### src/rtl/maria_dma_sched.sv
// Maria display-list DMA scheduler: turns line/frame strobes into halted-CPU DMA windows.
// Optional statistics (dma_cycles, lost_lines) are built when MARIA_DMA_STATS_EN is defined.
module maria_dma_sched #(
    parameter int unsigned STARTUP_CYC  = 16,
    parameter int unsigned SHUTDOWN_CYC = 24
) (
    input  logic       clk,
    input  logic       reset_n,
    input  logic       mclk0,
    input  logic       dma_en,
    input  logic       vblank,
    input  logic       vbe,
    input  logic       lrc,
    input  logic       prst,
    input  logic       cpu_halted,
    input  logic       dma_done,
    output logic       halt_n,
    output logic       bus_grant,
    output logic       dma_start,
    output logic       dma_kind,
    output logic       dma_abort,
    output logic       busy,
    output logic [8:0] dma_cycles,
    output logic [7:0] lost_lines
);
    localparam logic [8:0] START_LD = 9'(STARTUP_CYC);
    localparam logic [8:0] SHUT_LD  = 9'(SHUTDOWN_CYC);

    typedef enum logic [2:0] {IDLE, HALT_WAIT, STARTUP, RUN, SHUTDOWN} state_e;

    state_e     state_q, state_d;
    logic [8:0] cnt_q, cnt_d;
    logic       frame_pend_q, frame_pend_d;
    logic       line_pend_q, line_pend_d;
    logic       kind_q, kind_d;
    logic       start_q, start_d;
    logic       abort_q, abort_d;
    logic       take_frame, take_line;
    logic       vbe_ok, lrc_ok;

    assign vbe_ok = vbe & dma_en;
    assign lrc_ok = lrc & ~vblank & dma_en;

    always_comb begin
        state_d    = state_q;
        cnt_d      = cnt_q;
        kind_d     = kind_q;
        start_d    = 1'b0;
        abort_d    = 1'b0;
        take_frame = 1'b0;
        take_line  = 1'b0;
        if (mclk0) begin
            unique case (state_q)
                IDLE: begin
                    if (frame_pend_q) begin
                        take_frame = 1'b1;
                        kind_d     = 1'b1;
                        state_d    = HALT_WAIT;
                    end else if (line_pend_q) begin
                        take_line = 1'b1;
                        kind_d    = 1'b0;
                        state_d   = HALT_WAIT;
                    end
                end
                HALT_WAIT: begin
                    if (cpu_halted) begin
                        cnt_d   = START_LD;
                        state_d = STARTUP;
                    end
                end
                // A load of 0 or 1 both leave after a single tick.
                STARTUP: begin
                    if (cnt_q <= 9'd1) begin
                        cnt_d   = '0;
                        state_d = RUN;
                        start_d = 1'b1;
                    end else begin
                        cnt_d = cnt_q - 9'd1;
                    end
                end
                RUN: begin
                    if (dma_done) begin
                        cnt_d   = SHUT_LD;
                        state_d = SHUTDOWN;
                    end else if (prst && !kind_q) begin
                        abort_d = 1'b1;
                        cnt_d   = SHUT_LD;
                        state_d = SHUTDOWN;
                    end
                end
                SHUTDOWN: begin
                    if (cnt_q <= 9'd1) begin
                        cnt_d   = '0;
                        state_d = IDLE;
                    end else begin
                        cnt_d = cnt_q - 9'd1;
                    end
                end
                default: state_d = IDLE;
            endcase
        end
    end

    always_comb begin
        frame_pend_d = frame_pend_q;
        line_pend_d  = line_pend_q;
        if (mclk0) begin
            if (!dma_en) begin
                frame_pend_d = 1'b0;
                line_pend_d  = 1'b0;
            end else begin
                frame_pend_d = (frame_pend_q & ~take_frame) | vbe_ok;
                line_pend_d  = (line_pend_q & ~take_line) | lrc_ok;
            end
        end
    end

    always_ff @(posedge clk or negedge reset_n) begin
        if (!reset_n) begin
            state_q      <= IDLE;
            cnt_q        <= '0;
            frame_pend_q <= 1'b0;
            line_pend_q  <= 1'b0;
            kind_q       <= 1'b0;
            start_q      <= 1'b0;
            abort_q      <= 1'b0;
        end else begin
            state_q      <= state_d;
            cnt_q        <= cnt_d;
            frame_pend_q <= frame_pend_d;
            line_pend_q  <= line_pend_d;
            kind_q       <= kind_d;
            start_q      <= start_d;
            abort_q      <= abort_d;
        end
    end

    assign halt_n    = (state_q == IDLE);
    assign busy      = (state_q != IDLE);
    assign bus_grant = (state_q == RUN);
    assign dma_start = start_q;
    assign dma_abort = abort_q;
    assign dma_kind  = kind_q;

`ifdef MARIA_DMA_STATS_EN
    logic [8:0] cyc_q, cyc_d, cyc_inc, last_q, last_d;
    logic [7:0] lost_q, lost_d;
    logic       line_drop;

    // A strobe landing on a still-pending line request is lost, unless IDLE consumes it this tick.
    assign line_drop = mclk0 & lrc_ok & line_pend_q & ~take_line;
    assign cyc_inc   = (cyc_q == 9'h1FF) ? cyc_q : cyc_q + 9'd1;

    always_comb begin
        cyc_d  = cyc_q;
        last_d = last_q;
        lost_d = lost_q;
        if (mclk0 && state_q != IDLE) begin
            if (state_d == IDLE) begin
                last_d = cyc_inc;
                cyc_d  = '0;
            end else begin
                cyc_d = cyc_inc;
            end
        end
        if (line_drop && lost_q != 8'hFF)
            lost_d = lost_q + 8'd1;
    end

    always_ff @(posedge clk or negedge reset_n) begin
        if (!reset_n) begin
            cyc_q  <= '0;
            last_q <= '0;
            lost_q <= '0;
        end else begin
            cyc_q  <= cyc_d;
            last_q <= last_d;
            lost_q <= lost_d;
        end
    end

    assign dma_cycles = last_q;
    assign lost_lines = lost_q;
`else
    assign dma_cycles = '0;
    assign lost_lines = '0;
`endif

endmodule

### config.mk
export PLATFORM = sky130hd
export DESIGN_NAME = maria_dma_sched
export DESIGN_NICKNAME = d
export VERILOG_FILES = /design/src/rtl/maria_dma_sched.sv
export SDC_FILE = /design/constraint.sdc
export NUM_CORES = 1
export LEC_CHECK = 0
export BUFFER_PORTS_ARGS = -buffer_cell sky130_fd_sc_hd__buf_2
export CAP_MARGIN = 20
export CORE_ASPECT_RATIO = 2
export CORE_MARGIN = 5
export CORE_UTILIZATION = 47
export DETAILED_ROUTE_END_ITERATION = 16
export PLACE_DENSITY = 0.72
export SLEW_MARGIN = 10
export SYNTH_ARGS = -nofsm -noshare
export SYNTH_HDL_FRONTEND = slang
export SYNTH_SLANG_ARGS = --single-unit
### constraint.sdc
create_clock -name clk -period 1.6 [get_ports clk]
set_clock_uncertainty 0.1 [all_clocks]
set_input_delay 0.08 -clock clk [delete_from_list [all_inputs] [get_ports clk]]
set_output_delay 0.08 -clock clk [all_outputs]
set_load 0.01 [all_outputs]
* After elaboration in Yosys (flattened, before gate mapping)
Index checks and enable logic that the tools add are counted. Widths: inputs -> output; s select.
Storage, ports and cells: register bits after elaboration 17, bits in latches 0, memory bits (writable) 0, ROM bits 0, bits of input ports 10, output and inout bits 23, logic and storage cells 69, memories 0
Operators by class: $add $sub $neg 1, multiply operators 0, div/mod/pow operators 0, $lt $le $gt $ge 1, equality and inequality tests 9, shift operators 0, multiplexer cells 31, bitwise gates (word level) 10, reduce and logical (&&, ||, !) cells 10
Operator list (number):
- $mux 9 | 4
- $pmux 9 s3 | 1
- $mux 3 | 7
- $mux 1 | 18
- $pmux 3 s5 | 1
- $le 9x1->1 const B | 1
- $sub 9x1->9 const B | 1
- $eq 3x2->1 const B | 2
- $ne 2x2->1 const B | 3
- $reduce_and 6->1 | 1
- $reduce_bool 3->1 | 2
- $and 1x1->1 | 5
- $reduce_and 4->1 | 1
- $eq 3x1->1 const B | 1
- $eq 3x3->1 const B | 1
- $logic_not 3->1 | 1
- $ne 3x1->1 const B | 1
- $ne 3x2->1 const B | 1
- $not 1->1 | 3
- $reduce_and 3->1 | 1
- $or 1x1->1 | 2
- $reduce_bool 2->1 | 1
- $reduce_or 2->1 | 1
- $logic_and 1x1->1 | 1
- $logic_not 1->1 | 1

* Logic depth before layout (Yosys ltp)
Gate-level depths: netlist of the first run.
depth after elaboration 8, mapped depth 6, mapped depth without buffers 6

* Worst setup path after synthesis of the first run
Ideal clock, no wire load.
path type reg-to-reg, from register state_q[1], to register line_pend_q, library setup time 122 ps, arrival time 1378 ps, required time 1378 ps, setup slack 1 ps, stages on the path, launching flop included 7, buffers on the path 1, period minus slack after synthesis 1599 ps, path through dfrtp_1 buf_6 nor3_2 inv_1 o21ai_0 nand2_1 a32o_1
Between the ends: longest elaborated chain between the ends 7
RTL lines:
- start, declared | RTL line 31 | state_e state_q, state_d;
- start signal, assigned | RTL line 128 | state_q <= state_d;
- $logic_not 3->1
- named net halt_n | RTL line 17 | output logic halt_n,
- $mux 1 | RTL line 53 | unique case (state_q)
- $mux 1 | RTL line 52 | if (mclk0) begin
- $not 1->1 | RTL line 113 | line_pend_d = (line_pend_q & ~take_line) | lrc_ok;
- $and 1x1->1 | RTL line 113
- $or 1x1->1 | RTL line 113
- $mux 1 | RTL line 108 | if (!dma_en) begin
- end signal, assigned | RTL line 131 | line_pend_q <= line_pend_d;
- end, declared | RTL line 34 | logic line_pend_q, line_pend_d;
The timed path passes the listed nets, and every way through them passes these cells. A chain may end at the register's enable or synchronous reset.

* Worst setup path in the final report of the first run
from register cnt_q[0], to register state_q[0]
Between the ends: longest elaborated chain between the ends 3, elaborated cells on any way between the ends 4, classes of those cells order compare: 1; eq/ne: 2; reduce/logical: 1
RTL lines:
- start, declared | RTL line 32 | logic [8:0] cnt_q, cnt_d;
- start signal, assigned | RTL line 129 | cnt_q <= cnt_d;
- $le 9x1->1 (*) | RTL line 73, 92
- $ne 2x2->1 (no line)
- $reduce_and 6->1 (no line) (*)
Mark *: on every way between the ends. The rest lies on a longest branch, timed or not.

==> results of run 1 <==
-- Yosys cell counts, types with 2 or more instances --
master,count,share of area
buf_4,19,0.12
dfrtp_1,17,0.35
nand2_1,9,0.028
inv_1,8,0.025
nor2_1,7,0.021
o21ai_0,6,0.025
a31oi_1,5,0.026
a32o_1,3,0.025
nand3_1,3,0.012
nand4_1,3,0.015
o22ai_1,3,0.015
a211oi_1,2,0.012
a311oi_1,2,0.014
buf_2,2,0.0082
ha_1,2,0.020
nand3b_1,2,0.012
nor2b_1,2,0.010
o21ai_1,2,0.0082
o31ai_1,2,0.012
-- path summary, 6_finish.rpt --
check	to	slack (ns)	depth (start not counted)
max in group asynchronous	cnt_q[2]	0.89	2
min in group asynchronous	cnt_q[0]	0.18	2
worst min register to register	cnt_q[8]	0.44	1
worst max-delay path	state_q[0]	-0.05	6
worst min-delay path	dma_abort	0.01	2
worst max register to register	state_q[0]	-0.05	6
-- placed cells by master, fill, tap and decap left out, drive strengths merged, types with 2 or more instances in the layout --
master	netlist	layout
dlygate4sd3	0	2
a21oi	2	2
buf	22	48
ha	2	2
a31oi	5	5
nand3	3	3
o22ai	3	3
a32o	3	3
nand4	3	3
o31ai	3	3
nand2	9	9
a211oi	2	2
nor2	8	8
nor3b	2	2
conb	1	17
inv	8	8
nand3b	3	3
o21ai	8	8
nor2b	2	2
nor3	3	3
clkbuf	0	3
a311oi	2	2
dfrtp	17	17
-- timing repair --
| item | in CTS | in global routing |
|---|---|---|
| buffers inserted | 8 | 3 |
| cloned | 1 | 0 |
| endpoints found under the setup margin | 8 | 13 |
| endpoints found under the hold margin | 18 | 0 |
| pin swaps | 7 | 4 |
| hold buffers | 2 | 0 |
| resized for setup | 21 | 7 |
-- routing by layer --
layer	part of all wire	wire, um	track usage
met5	0	0	0
met4	0.056	194	0.1168
met3	0.043	149	0.02386
met2	0.57	1982	0.3867
met1	0.33	1140	0.1862
-- report_power, final --
group	switching, W	total, W	internal, W
logic	0.00113	0.00227	0.00113
registers	0.000201	0.000792	0.000591
clock network	0.000164	0.000337	0.000173
total	0.00150	0.00339	0.00189
-- critical path: stages, from the launching register on --
cell	delay (ns)
dfrtp_1	0.41
buf_4	0.16
nor2_4	0.10
o2111ai_2	0.18
buf_6	0.17
a2111o_1	0.35
o21ai_1	0.11
-- state kept, by name, summed over array words and instances (netlist names) --
register      cells
cnt_q             9
dma_abort         1
dma_kind          1
dma_start         1
frame_pend_q      1
line_pend_q       1
state_q           3
-- metrics by stage --
step	util	total power, W	TNS, ns
after CTS	0.6282	0.003243	-0.08051
after global routing	0.6469	0.003648	-1.134
after floorplan	-	0.001908	0
final	0.6469	0.003394	-0.2014
after global placement	0.5473	0.002541	-0.1664
after detailed placement	0.5473	0.002582	-0.3101
-- area by class of cell --
cell class	count	area [um2]
Clock buffer	3	41.29
Sequential cell	17	427.9
Inverter	8	30.03
Timing Repair Buffer	50	357.8
Multi-Input combinational cell	95	744.5
Tap cell	28	35.03
Clock inverter	1	5.005
Fill cell	209	895.9
-- cells by family (layout without fill, tap and decap cells) --
group                    count (synthesis)  after routing  synth area share
AO/OA/AOI/OAI                           35             35            0.2288
XOR/XNOR                                 1              1           0.02247
flip-flops                              17             17            0.3473
buffers and inverters                   30             62            0.1583
adder cells (fa/ha/maj)                  2              2           0.02043
AND/OR/NAND/NOR                         40             40            0.2196
other                                    1             17          0.003061
==> impl_results.md, run 1 <==
- Status: complete, but fails checks
- Failing checks: negative setup slack
- Crit. Startpoint: cnt_q[0]
- Number of routed nets with antenna violations: 0
- Wire per inst: 17.16 um
- GR Util All Layers: 0.2011
- Initial antenna violation count: 0
- Peak Freq: between 600 and 700 MHz
- # placed instances: 184
- Minimum clock period: around 1.7 ns
- Seq/Total Area, Yosys: 0.3473
- Post-synth EDFFs: 0
- DRC Markers: 0
- IO Count: 33
- First-pass GRT wire length: 5540 um
- Max-cap violations: 0
- Post-Syn Area per Cell: between 9 and 10 um2
- CP arrival: between 1.5 and 2 ns
- Num rows: 26
- Core box area: ~0.0025 mm2
- H-tree Lvls: 1
- Slew Viols, Final: 0
- Sink Count: 17
- CP startpoint kind: flip-flop
- Pwr dens: 2068 mW/mm2
- Port bufs: 15
- Mean number of vias per cell: approximately 5.6
- Yosys warns: 0
- Proportion of layout cells with a drive suffix above 1: 0.4540
- Final #Nets: between 150 and 200
- Prevailing post-synth register cell: dfrtp_1
- Final Routed Wirelength: ~3500 um
- GPL Wtd Cong: 0.8404
- Pre-CTS WS: -0.1498 ns
- Worst-skew pair later-pin latency: 0.26 ns
- Hold Slack: around 0.01 ns
- CP endpoint kind: flip-flop
- Peak VDD IR: between 1 and 1.5 mV
- N_diodes: 0
- Worst r2r src: cnt_q[0]
- Crit Path Max Fanout: 3
- Post-synthesis cell count: 126
- Worst Path Required: ~1.7 ns
- Worst setup path class: flip-flop to flip-flop
- Die Area: ~0.0038 mm2
- Cell area after layout: ~0.0016 mm2
- CTS tree: done
- Die Ht: just over 80 um
- Congestion Overflow GR: 0
- Leak: ~0.77 nW
- Clk Tree Root Cell: clkbuf_8
- Non-Filler Instances: approximately 200
- Post-DP HPWL: between 2000 and 2500 um
- Worst hold path class: primary input to flip-flop
- Number of synthesized register bits: 17
- Starting Density: 0.4827
- Synth cell types: 46
- Clock Path Buffers: 2
- Final WS setup: -0.05186 ns
- Async SR Flop Fraction: 1.000
- Pre-antenna DRT Iters: 4
- RSZ-0062 raised after global routing: yes
- Starting DRT DRC Count: between 40 and 50
- Final Hold Vio Count: 0
- Die width: 46.10 um
- Tcrit/Tclk final: 1.032
- Via count: ~1100
- Hold path start: dma_done
- Final number of setup-violating endpoints: 8
- Layout Area Growth over Synthesis: 34.01%
- Largest net degree at the start of global routing: 18
- Clk slew on worst S/H paths: about 0.07 ns
- Num CTS Buffers: 3
- Syn Std Cell Area: ~0.0012 mm2
- Vias in the first global route: 1208
- Post-Place Cell Area: roughly 0.0014 mm2
No activity file was read; power rests on OpenSTA's default activity.
==> run 2, diff against run 1 <==
- CELL_PAD_IN_SITES_DETAIL_PLACEMENT: unset -> 1
- CELL_PAD_IN_SITES_GLOBAL_PLACEMENT: unset -> 1
- CORE_UTILIZATION: 47 -> 35
- SKIP_CTS_REPAIR_TIMING: unset -> 1
==> run 2 against run 1 <==
Net effect: the run still ends with negative setup slack left; count of clock-buffer cells in the layout is the same; final cell count grew 3.0%; combinational power grew 10%; maximum frequency shrank 6.1%; critical path type unchanged.
==> impl_results.md, run 2 (synthesis results as in run 1) <==
- Worst Path Required: 1.68 ns (about the same)
- Proportion of layout cells with a drive suffix above 1: 0.4830 (+0.02893)
- Final #Nets: 189 (+1.1%)
- N_diodes: 0 (unchanged)
- DR top layer: met4
- Failing checks: negative setup slack
- Met2 Routed Length: 2366 um (+19%)
- Peak Freq: 568.7 MHz (-6.1%)
- Mean number of vias per cell: 5.582 (-1.1%)
- Peak VDD IR: 0.9597 mV (-26%)
- Worst-case reg-to-reg path depth: 6 (unchanged)
- Leak: 0.7849 nW (+1.7%)
- Num CTS Buffers: 3 (unchanged)
- CP startpoint kind: flip-flop
- Die Ht: 93.66 um (+14%)
- Util after Layout: 0.5078 (-0.1392)
- Total power: 0.003681 W (+8.4%)
- Post-Place Cell Area: 0.001446 mm2 (+4.1%)
- Layout Area Growth over Synthesis: 40.04%
- Sink Count: 17 (unchanged)
- Port bufs: 15 (unchanged)
- Worst Hold Depth: 2 (unchanged)
- Wire per inst: 19.44 um (+13%)
- Core box area: 0.003378 mm2 (+33%)
- Minimum clock period: 1.759 ns (+0.1067 ns)
- Die Area: 0.004854 mm2 (+28%)
- Tcrit/Tclk final: 1.099 (+0.06667)
- Worst setup path class: flip-flop to flip-flop
- Final Routed Wirelength: 4044 um (+17%)
- Max-cap violations: 0 (unchanged)
- Congestion Overflow GR: 0 (unchanged)
- Number of routed nets with antenna violations: 0 (unchanged)
- Final Hold Vio Count: 0 (unchanged)
- Worst r2r src: cnt_q[0]
- Met1 WL: 1303 um (+14%)
- Pwr dens: 2146 mW/mm2 (+3.8%)
- Largest net degree at the start of global routing: 18 (unchanged)
- # placed instances: 195 (+6.0%)
- R2R Setup Slk: -0.16 ns (-0.11 ns)
- Crit Path Max Fanout: 6 (+3)
- Final number of setup-violating endpoints: 6 (-2)
- Final WS setup: -0.1585 ns (-0.1067 ns)
- First-pass GRT wire length: 5796 um (+4.6%)
- Pre-antenna DRT Iters: 4 (unchanged)
- Hold path start: dma_en
- Commonest non-fill, non-tap cell in the layout: buf_4
- CP endpoint kind: flip-flop
- Largest regs: cnt_q: 9 flops, state_q: 3 flops
- Met3 wire length: 164 um (+10%)
- Initial antenna violation count: 0 (unchanged)
- Non-Filler Instances: 208 (+3.0%)
- CP arrival: 1.84 ns (+0.10 ns)
- CTS tree: done
- Slew Viols, Final: 0 (unchanged)
- Crit. Startpoint: cnt_q[0]
- RSZ-0062 raised after global routing: yes
- Max FFs per register: 9 (unchanged)
- Post-DP HPWL: 2982 um (+19%)
- IO Count: 33 (unchanged)
- Most frequent cells in the layout: 27 x buf_4, 17 x conb_1, 15 x buf_2, 14 x dfrtp_1, 8 x nand2_1
- Num rows: 30 (+15%)
- Clock Path Buffers: 2 (unchanged)
- GR Util All Layers: 0.1619 (-0.03919)
- RR Endpoint: state_q[0]
- Starting DRT DRC Count: 12 (-72%)
- Starting Density: 0.3626 (-0.1201)
- Hold EP: frame_pend_q
- H-tree Lvls: 1 (unchanged)
- Vias in the first global route: 1230 (+1.8%)
- Worst hold path class: primary input to flip-flop
- Via count: 1161 (+1.8%)
- Die width: 51.83 um (+12%)
- DRC Markers: 0 (unchanged)
- Clk Tree Root Cell: clkbuf_8
- Top reg by flops: cnt_q
- GPL Wtd Cong: 0.9860 (+17%)
- Hold Slack: 0.01870 ns (+0.008791 ns)
- Worst-skew pair later-pin latency: 0.27 ns (about the same)
- Clk slew on worst S/H paths: 0.08 ns (about the same)
- Cell area after layout: 0.001715 mm2 (+4.5%)
- Status: complete, but fails checks
run 2: through the flow:
stage,setup TNS (ns),worst slack (ns)
finish,-0.2360,-0.1585
global placement,-0.2617,-0.1624
global route,-0.7784,-0.2096
CTS,-0.6865,-0.2059
floorplan,0,0.0007192
detailed placement,-0.5077,-0.2034
run 2: per-layer routing:
layer,vias to the layer above,GRT usage
li1,527,-
met1,571,0.1516
met2,43,0.3172
met3,20,0.01908
met4,0,0.08534
met5,-,0
run 2: critical path, cell delays in order, from the launching register on:
cell and delay [ns]:
dfrtp_1 0.40, buf_6 0.14, nor2_2 0.12, o2111ai_2 0.19, buf_6 0.18, a2111o_1 0.37, o21ai_1 0.17
run 2: worst max-delay path by stage:
stage	end	slack, ns	cells past startpoint
floorplan	line_pend_q	0.0007	6
global placement	cnt_q[6]	-0.16	7
detailed placement	cnt_q[6]	-0.20	7
CTS	cnt_q[6]	-0.21	7
global route	state_q[0]	-0.21	5
finish	state_q[0]	-0.16	6
run 2: layout make-up:
type | count | area [um2]
repair buffers | 52 | 386.6
inverters | 8 | 30.03
well taps | 32 | 40.04
fillers | 406 | 1663
clock inverters | 1 | 7.507
multi-input cells | 95 | 780.7
clock buffers | 3 | 41.29
flip-flops and latches | 17 | 429.2
run 2: power breakdown:
group / leakage, nW / internal [W] / switching, W
combinational: 0.548 / 0.00123 / 0.00128
clock: 0.0217 / 0.000176 / 0.000178
sequential: 0.216 / 0.000592 / 0.000230
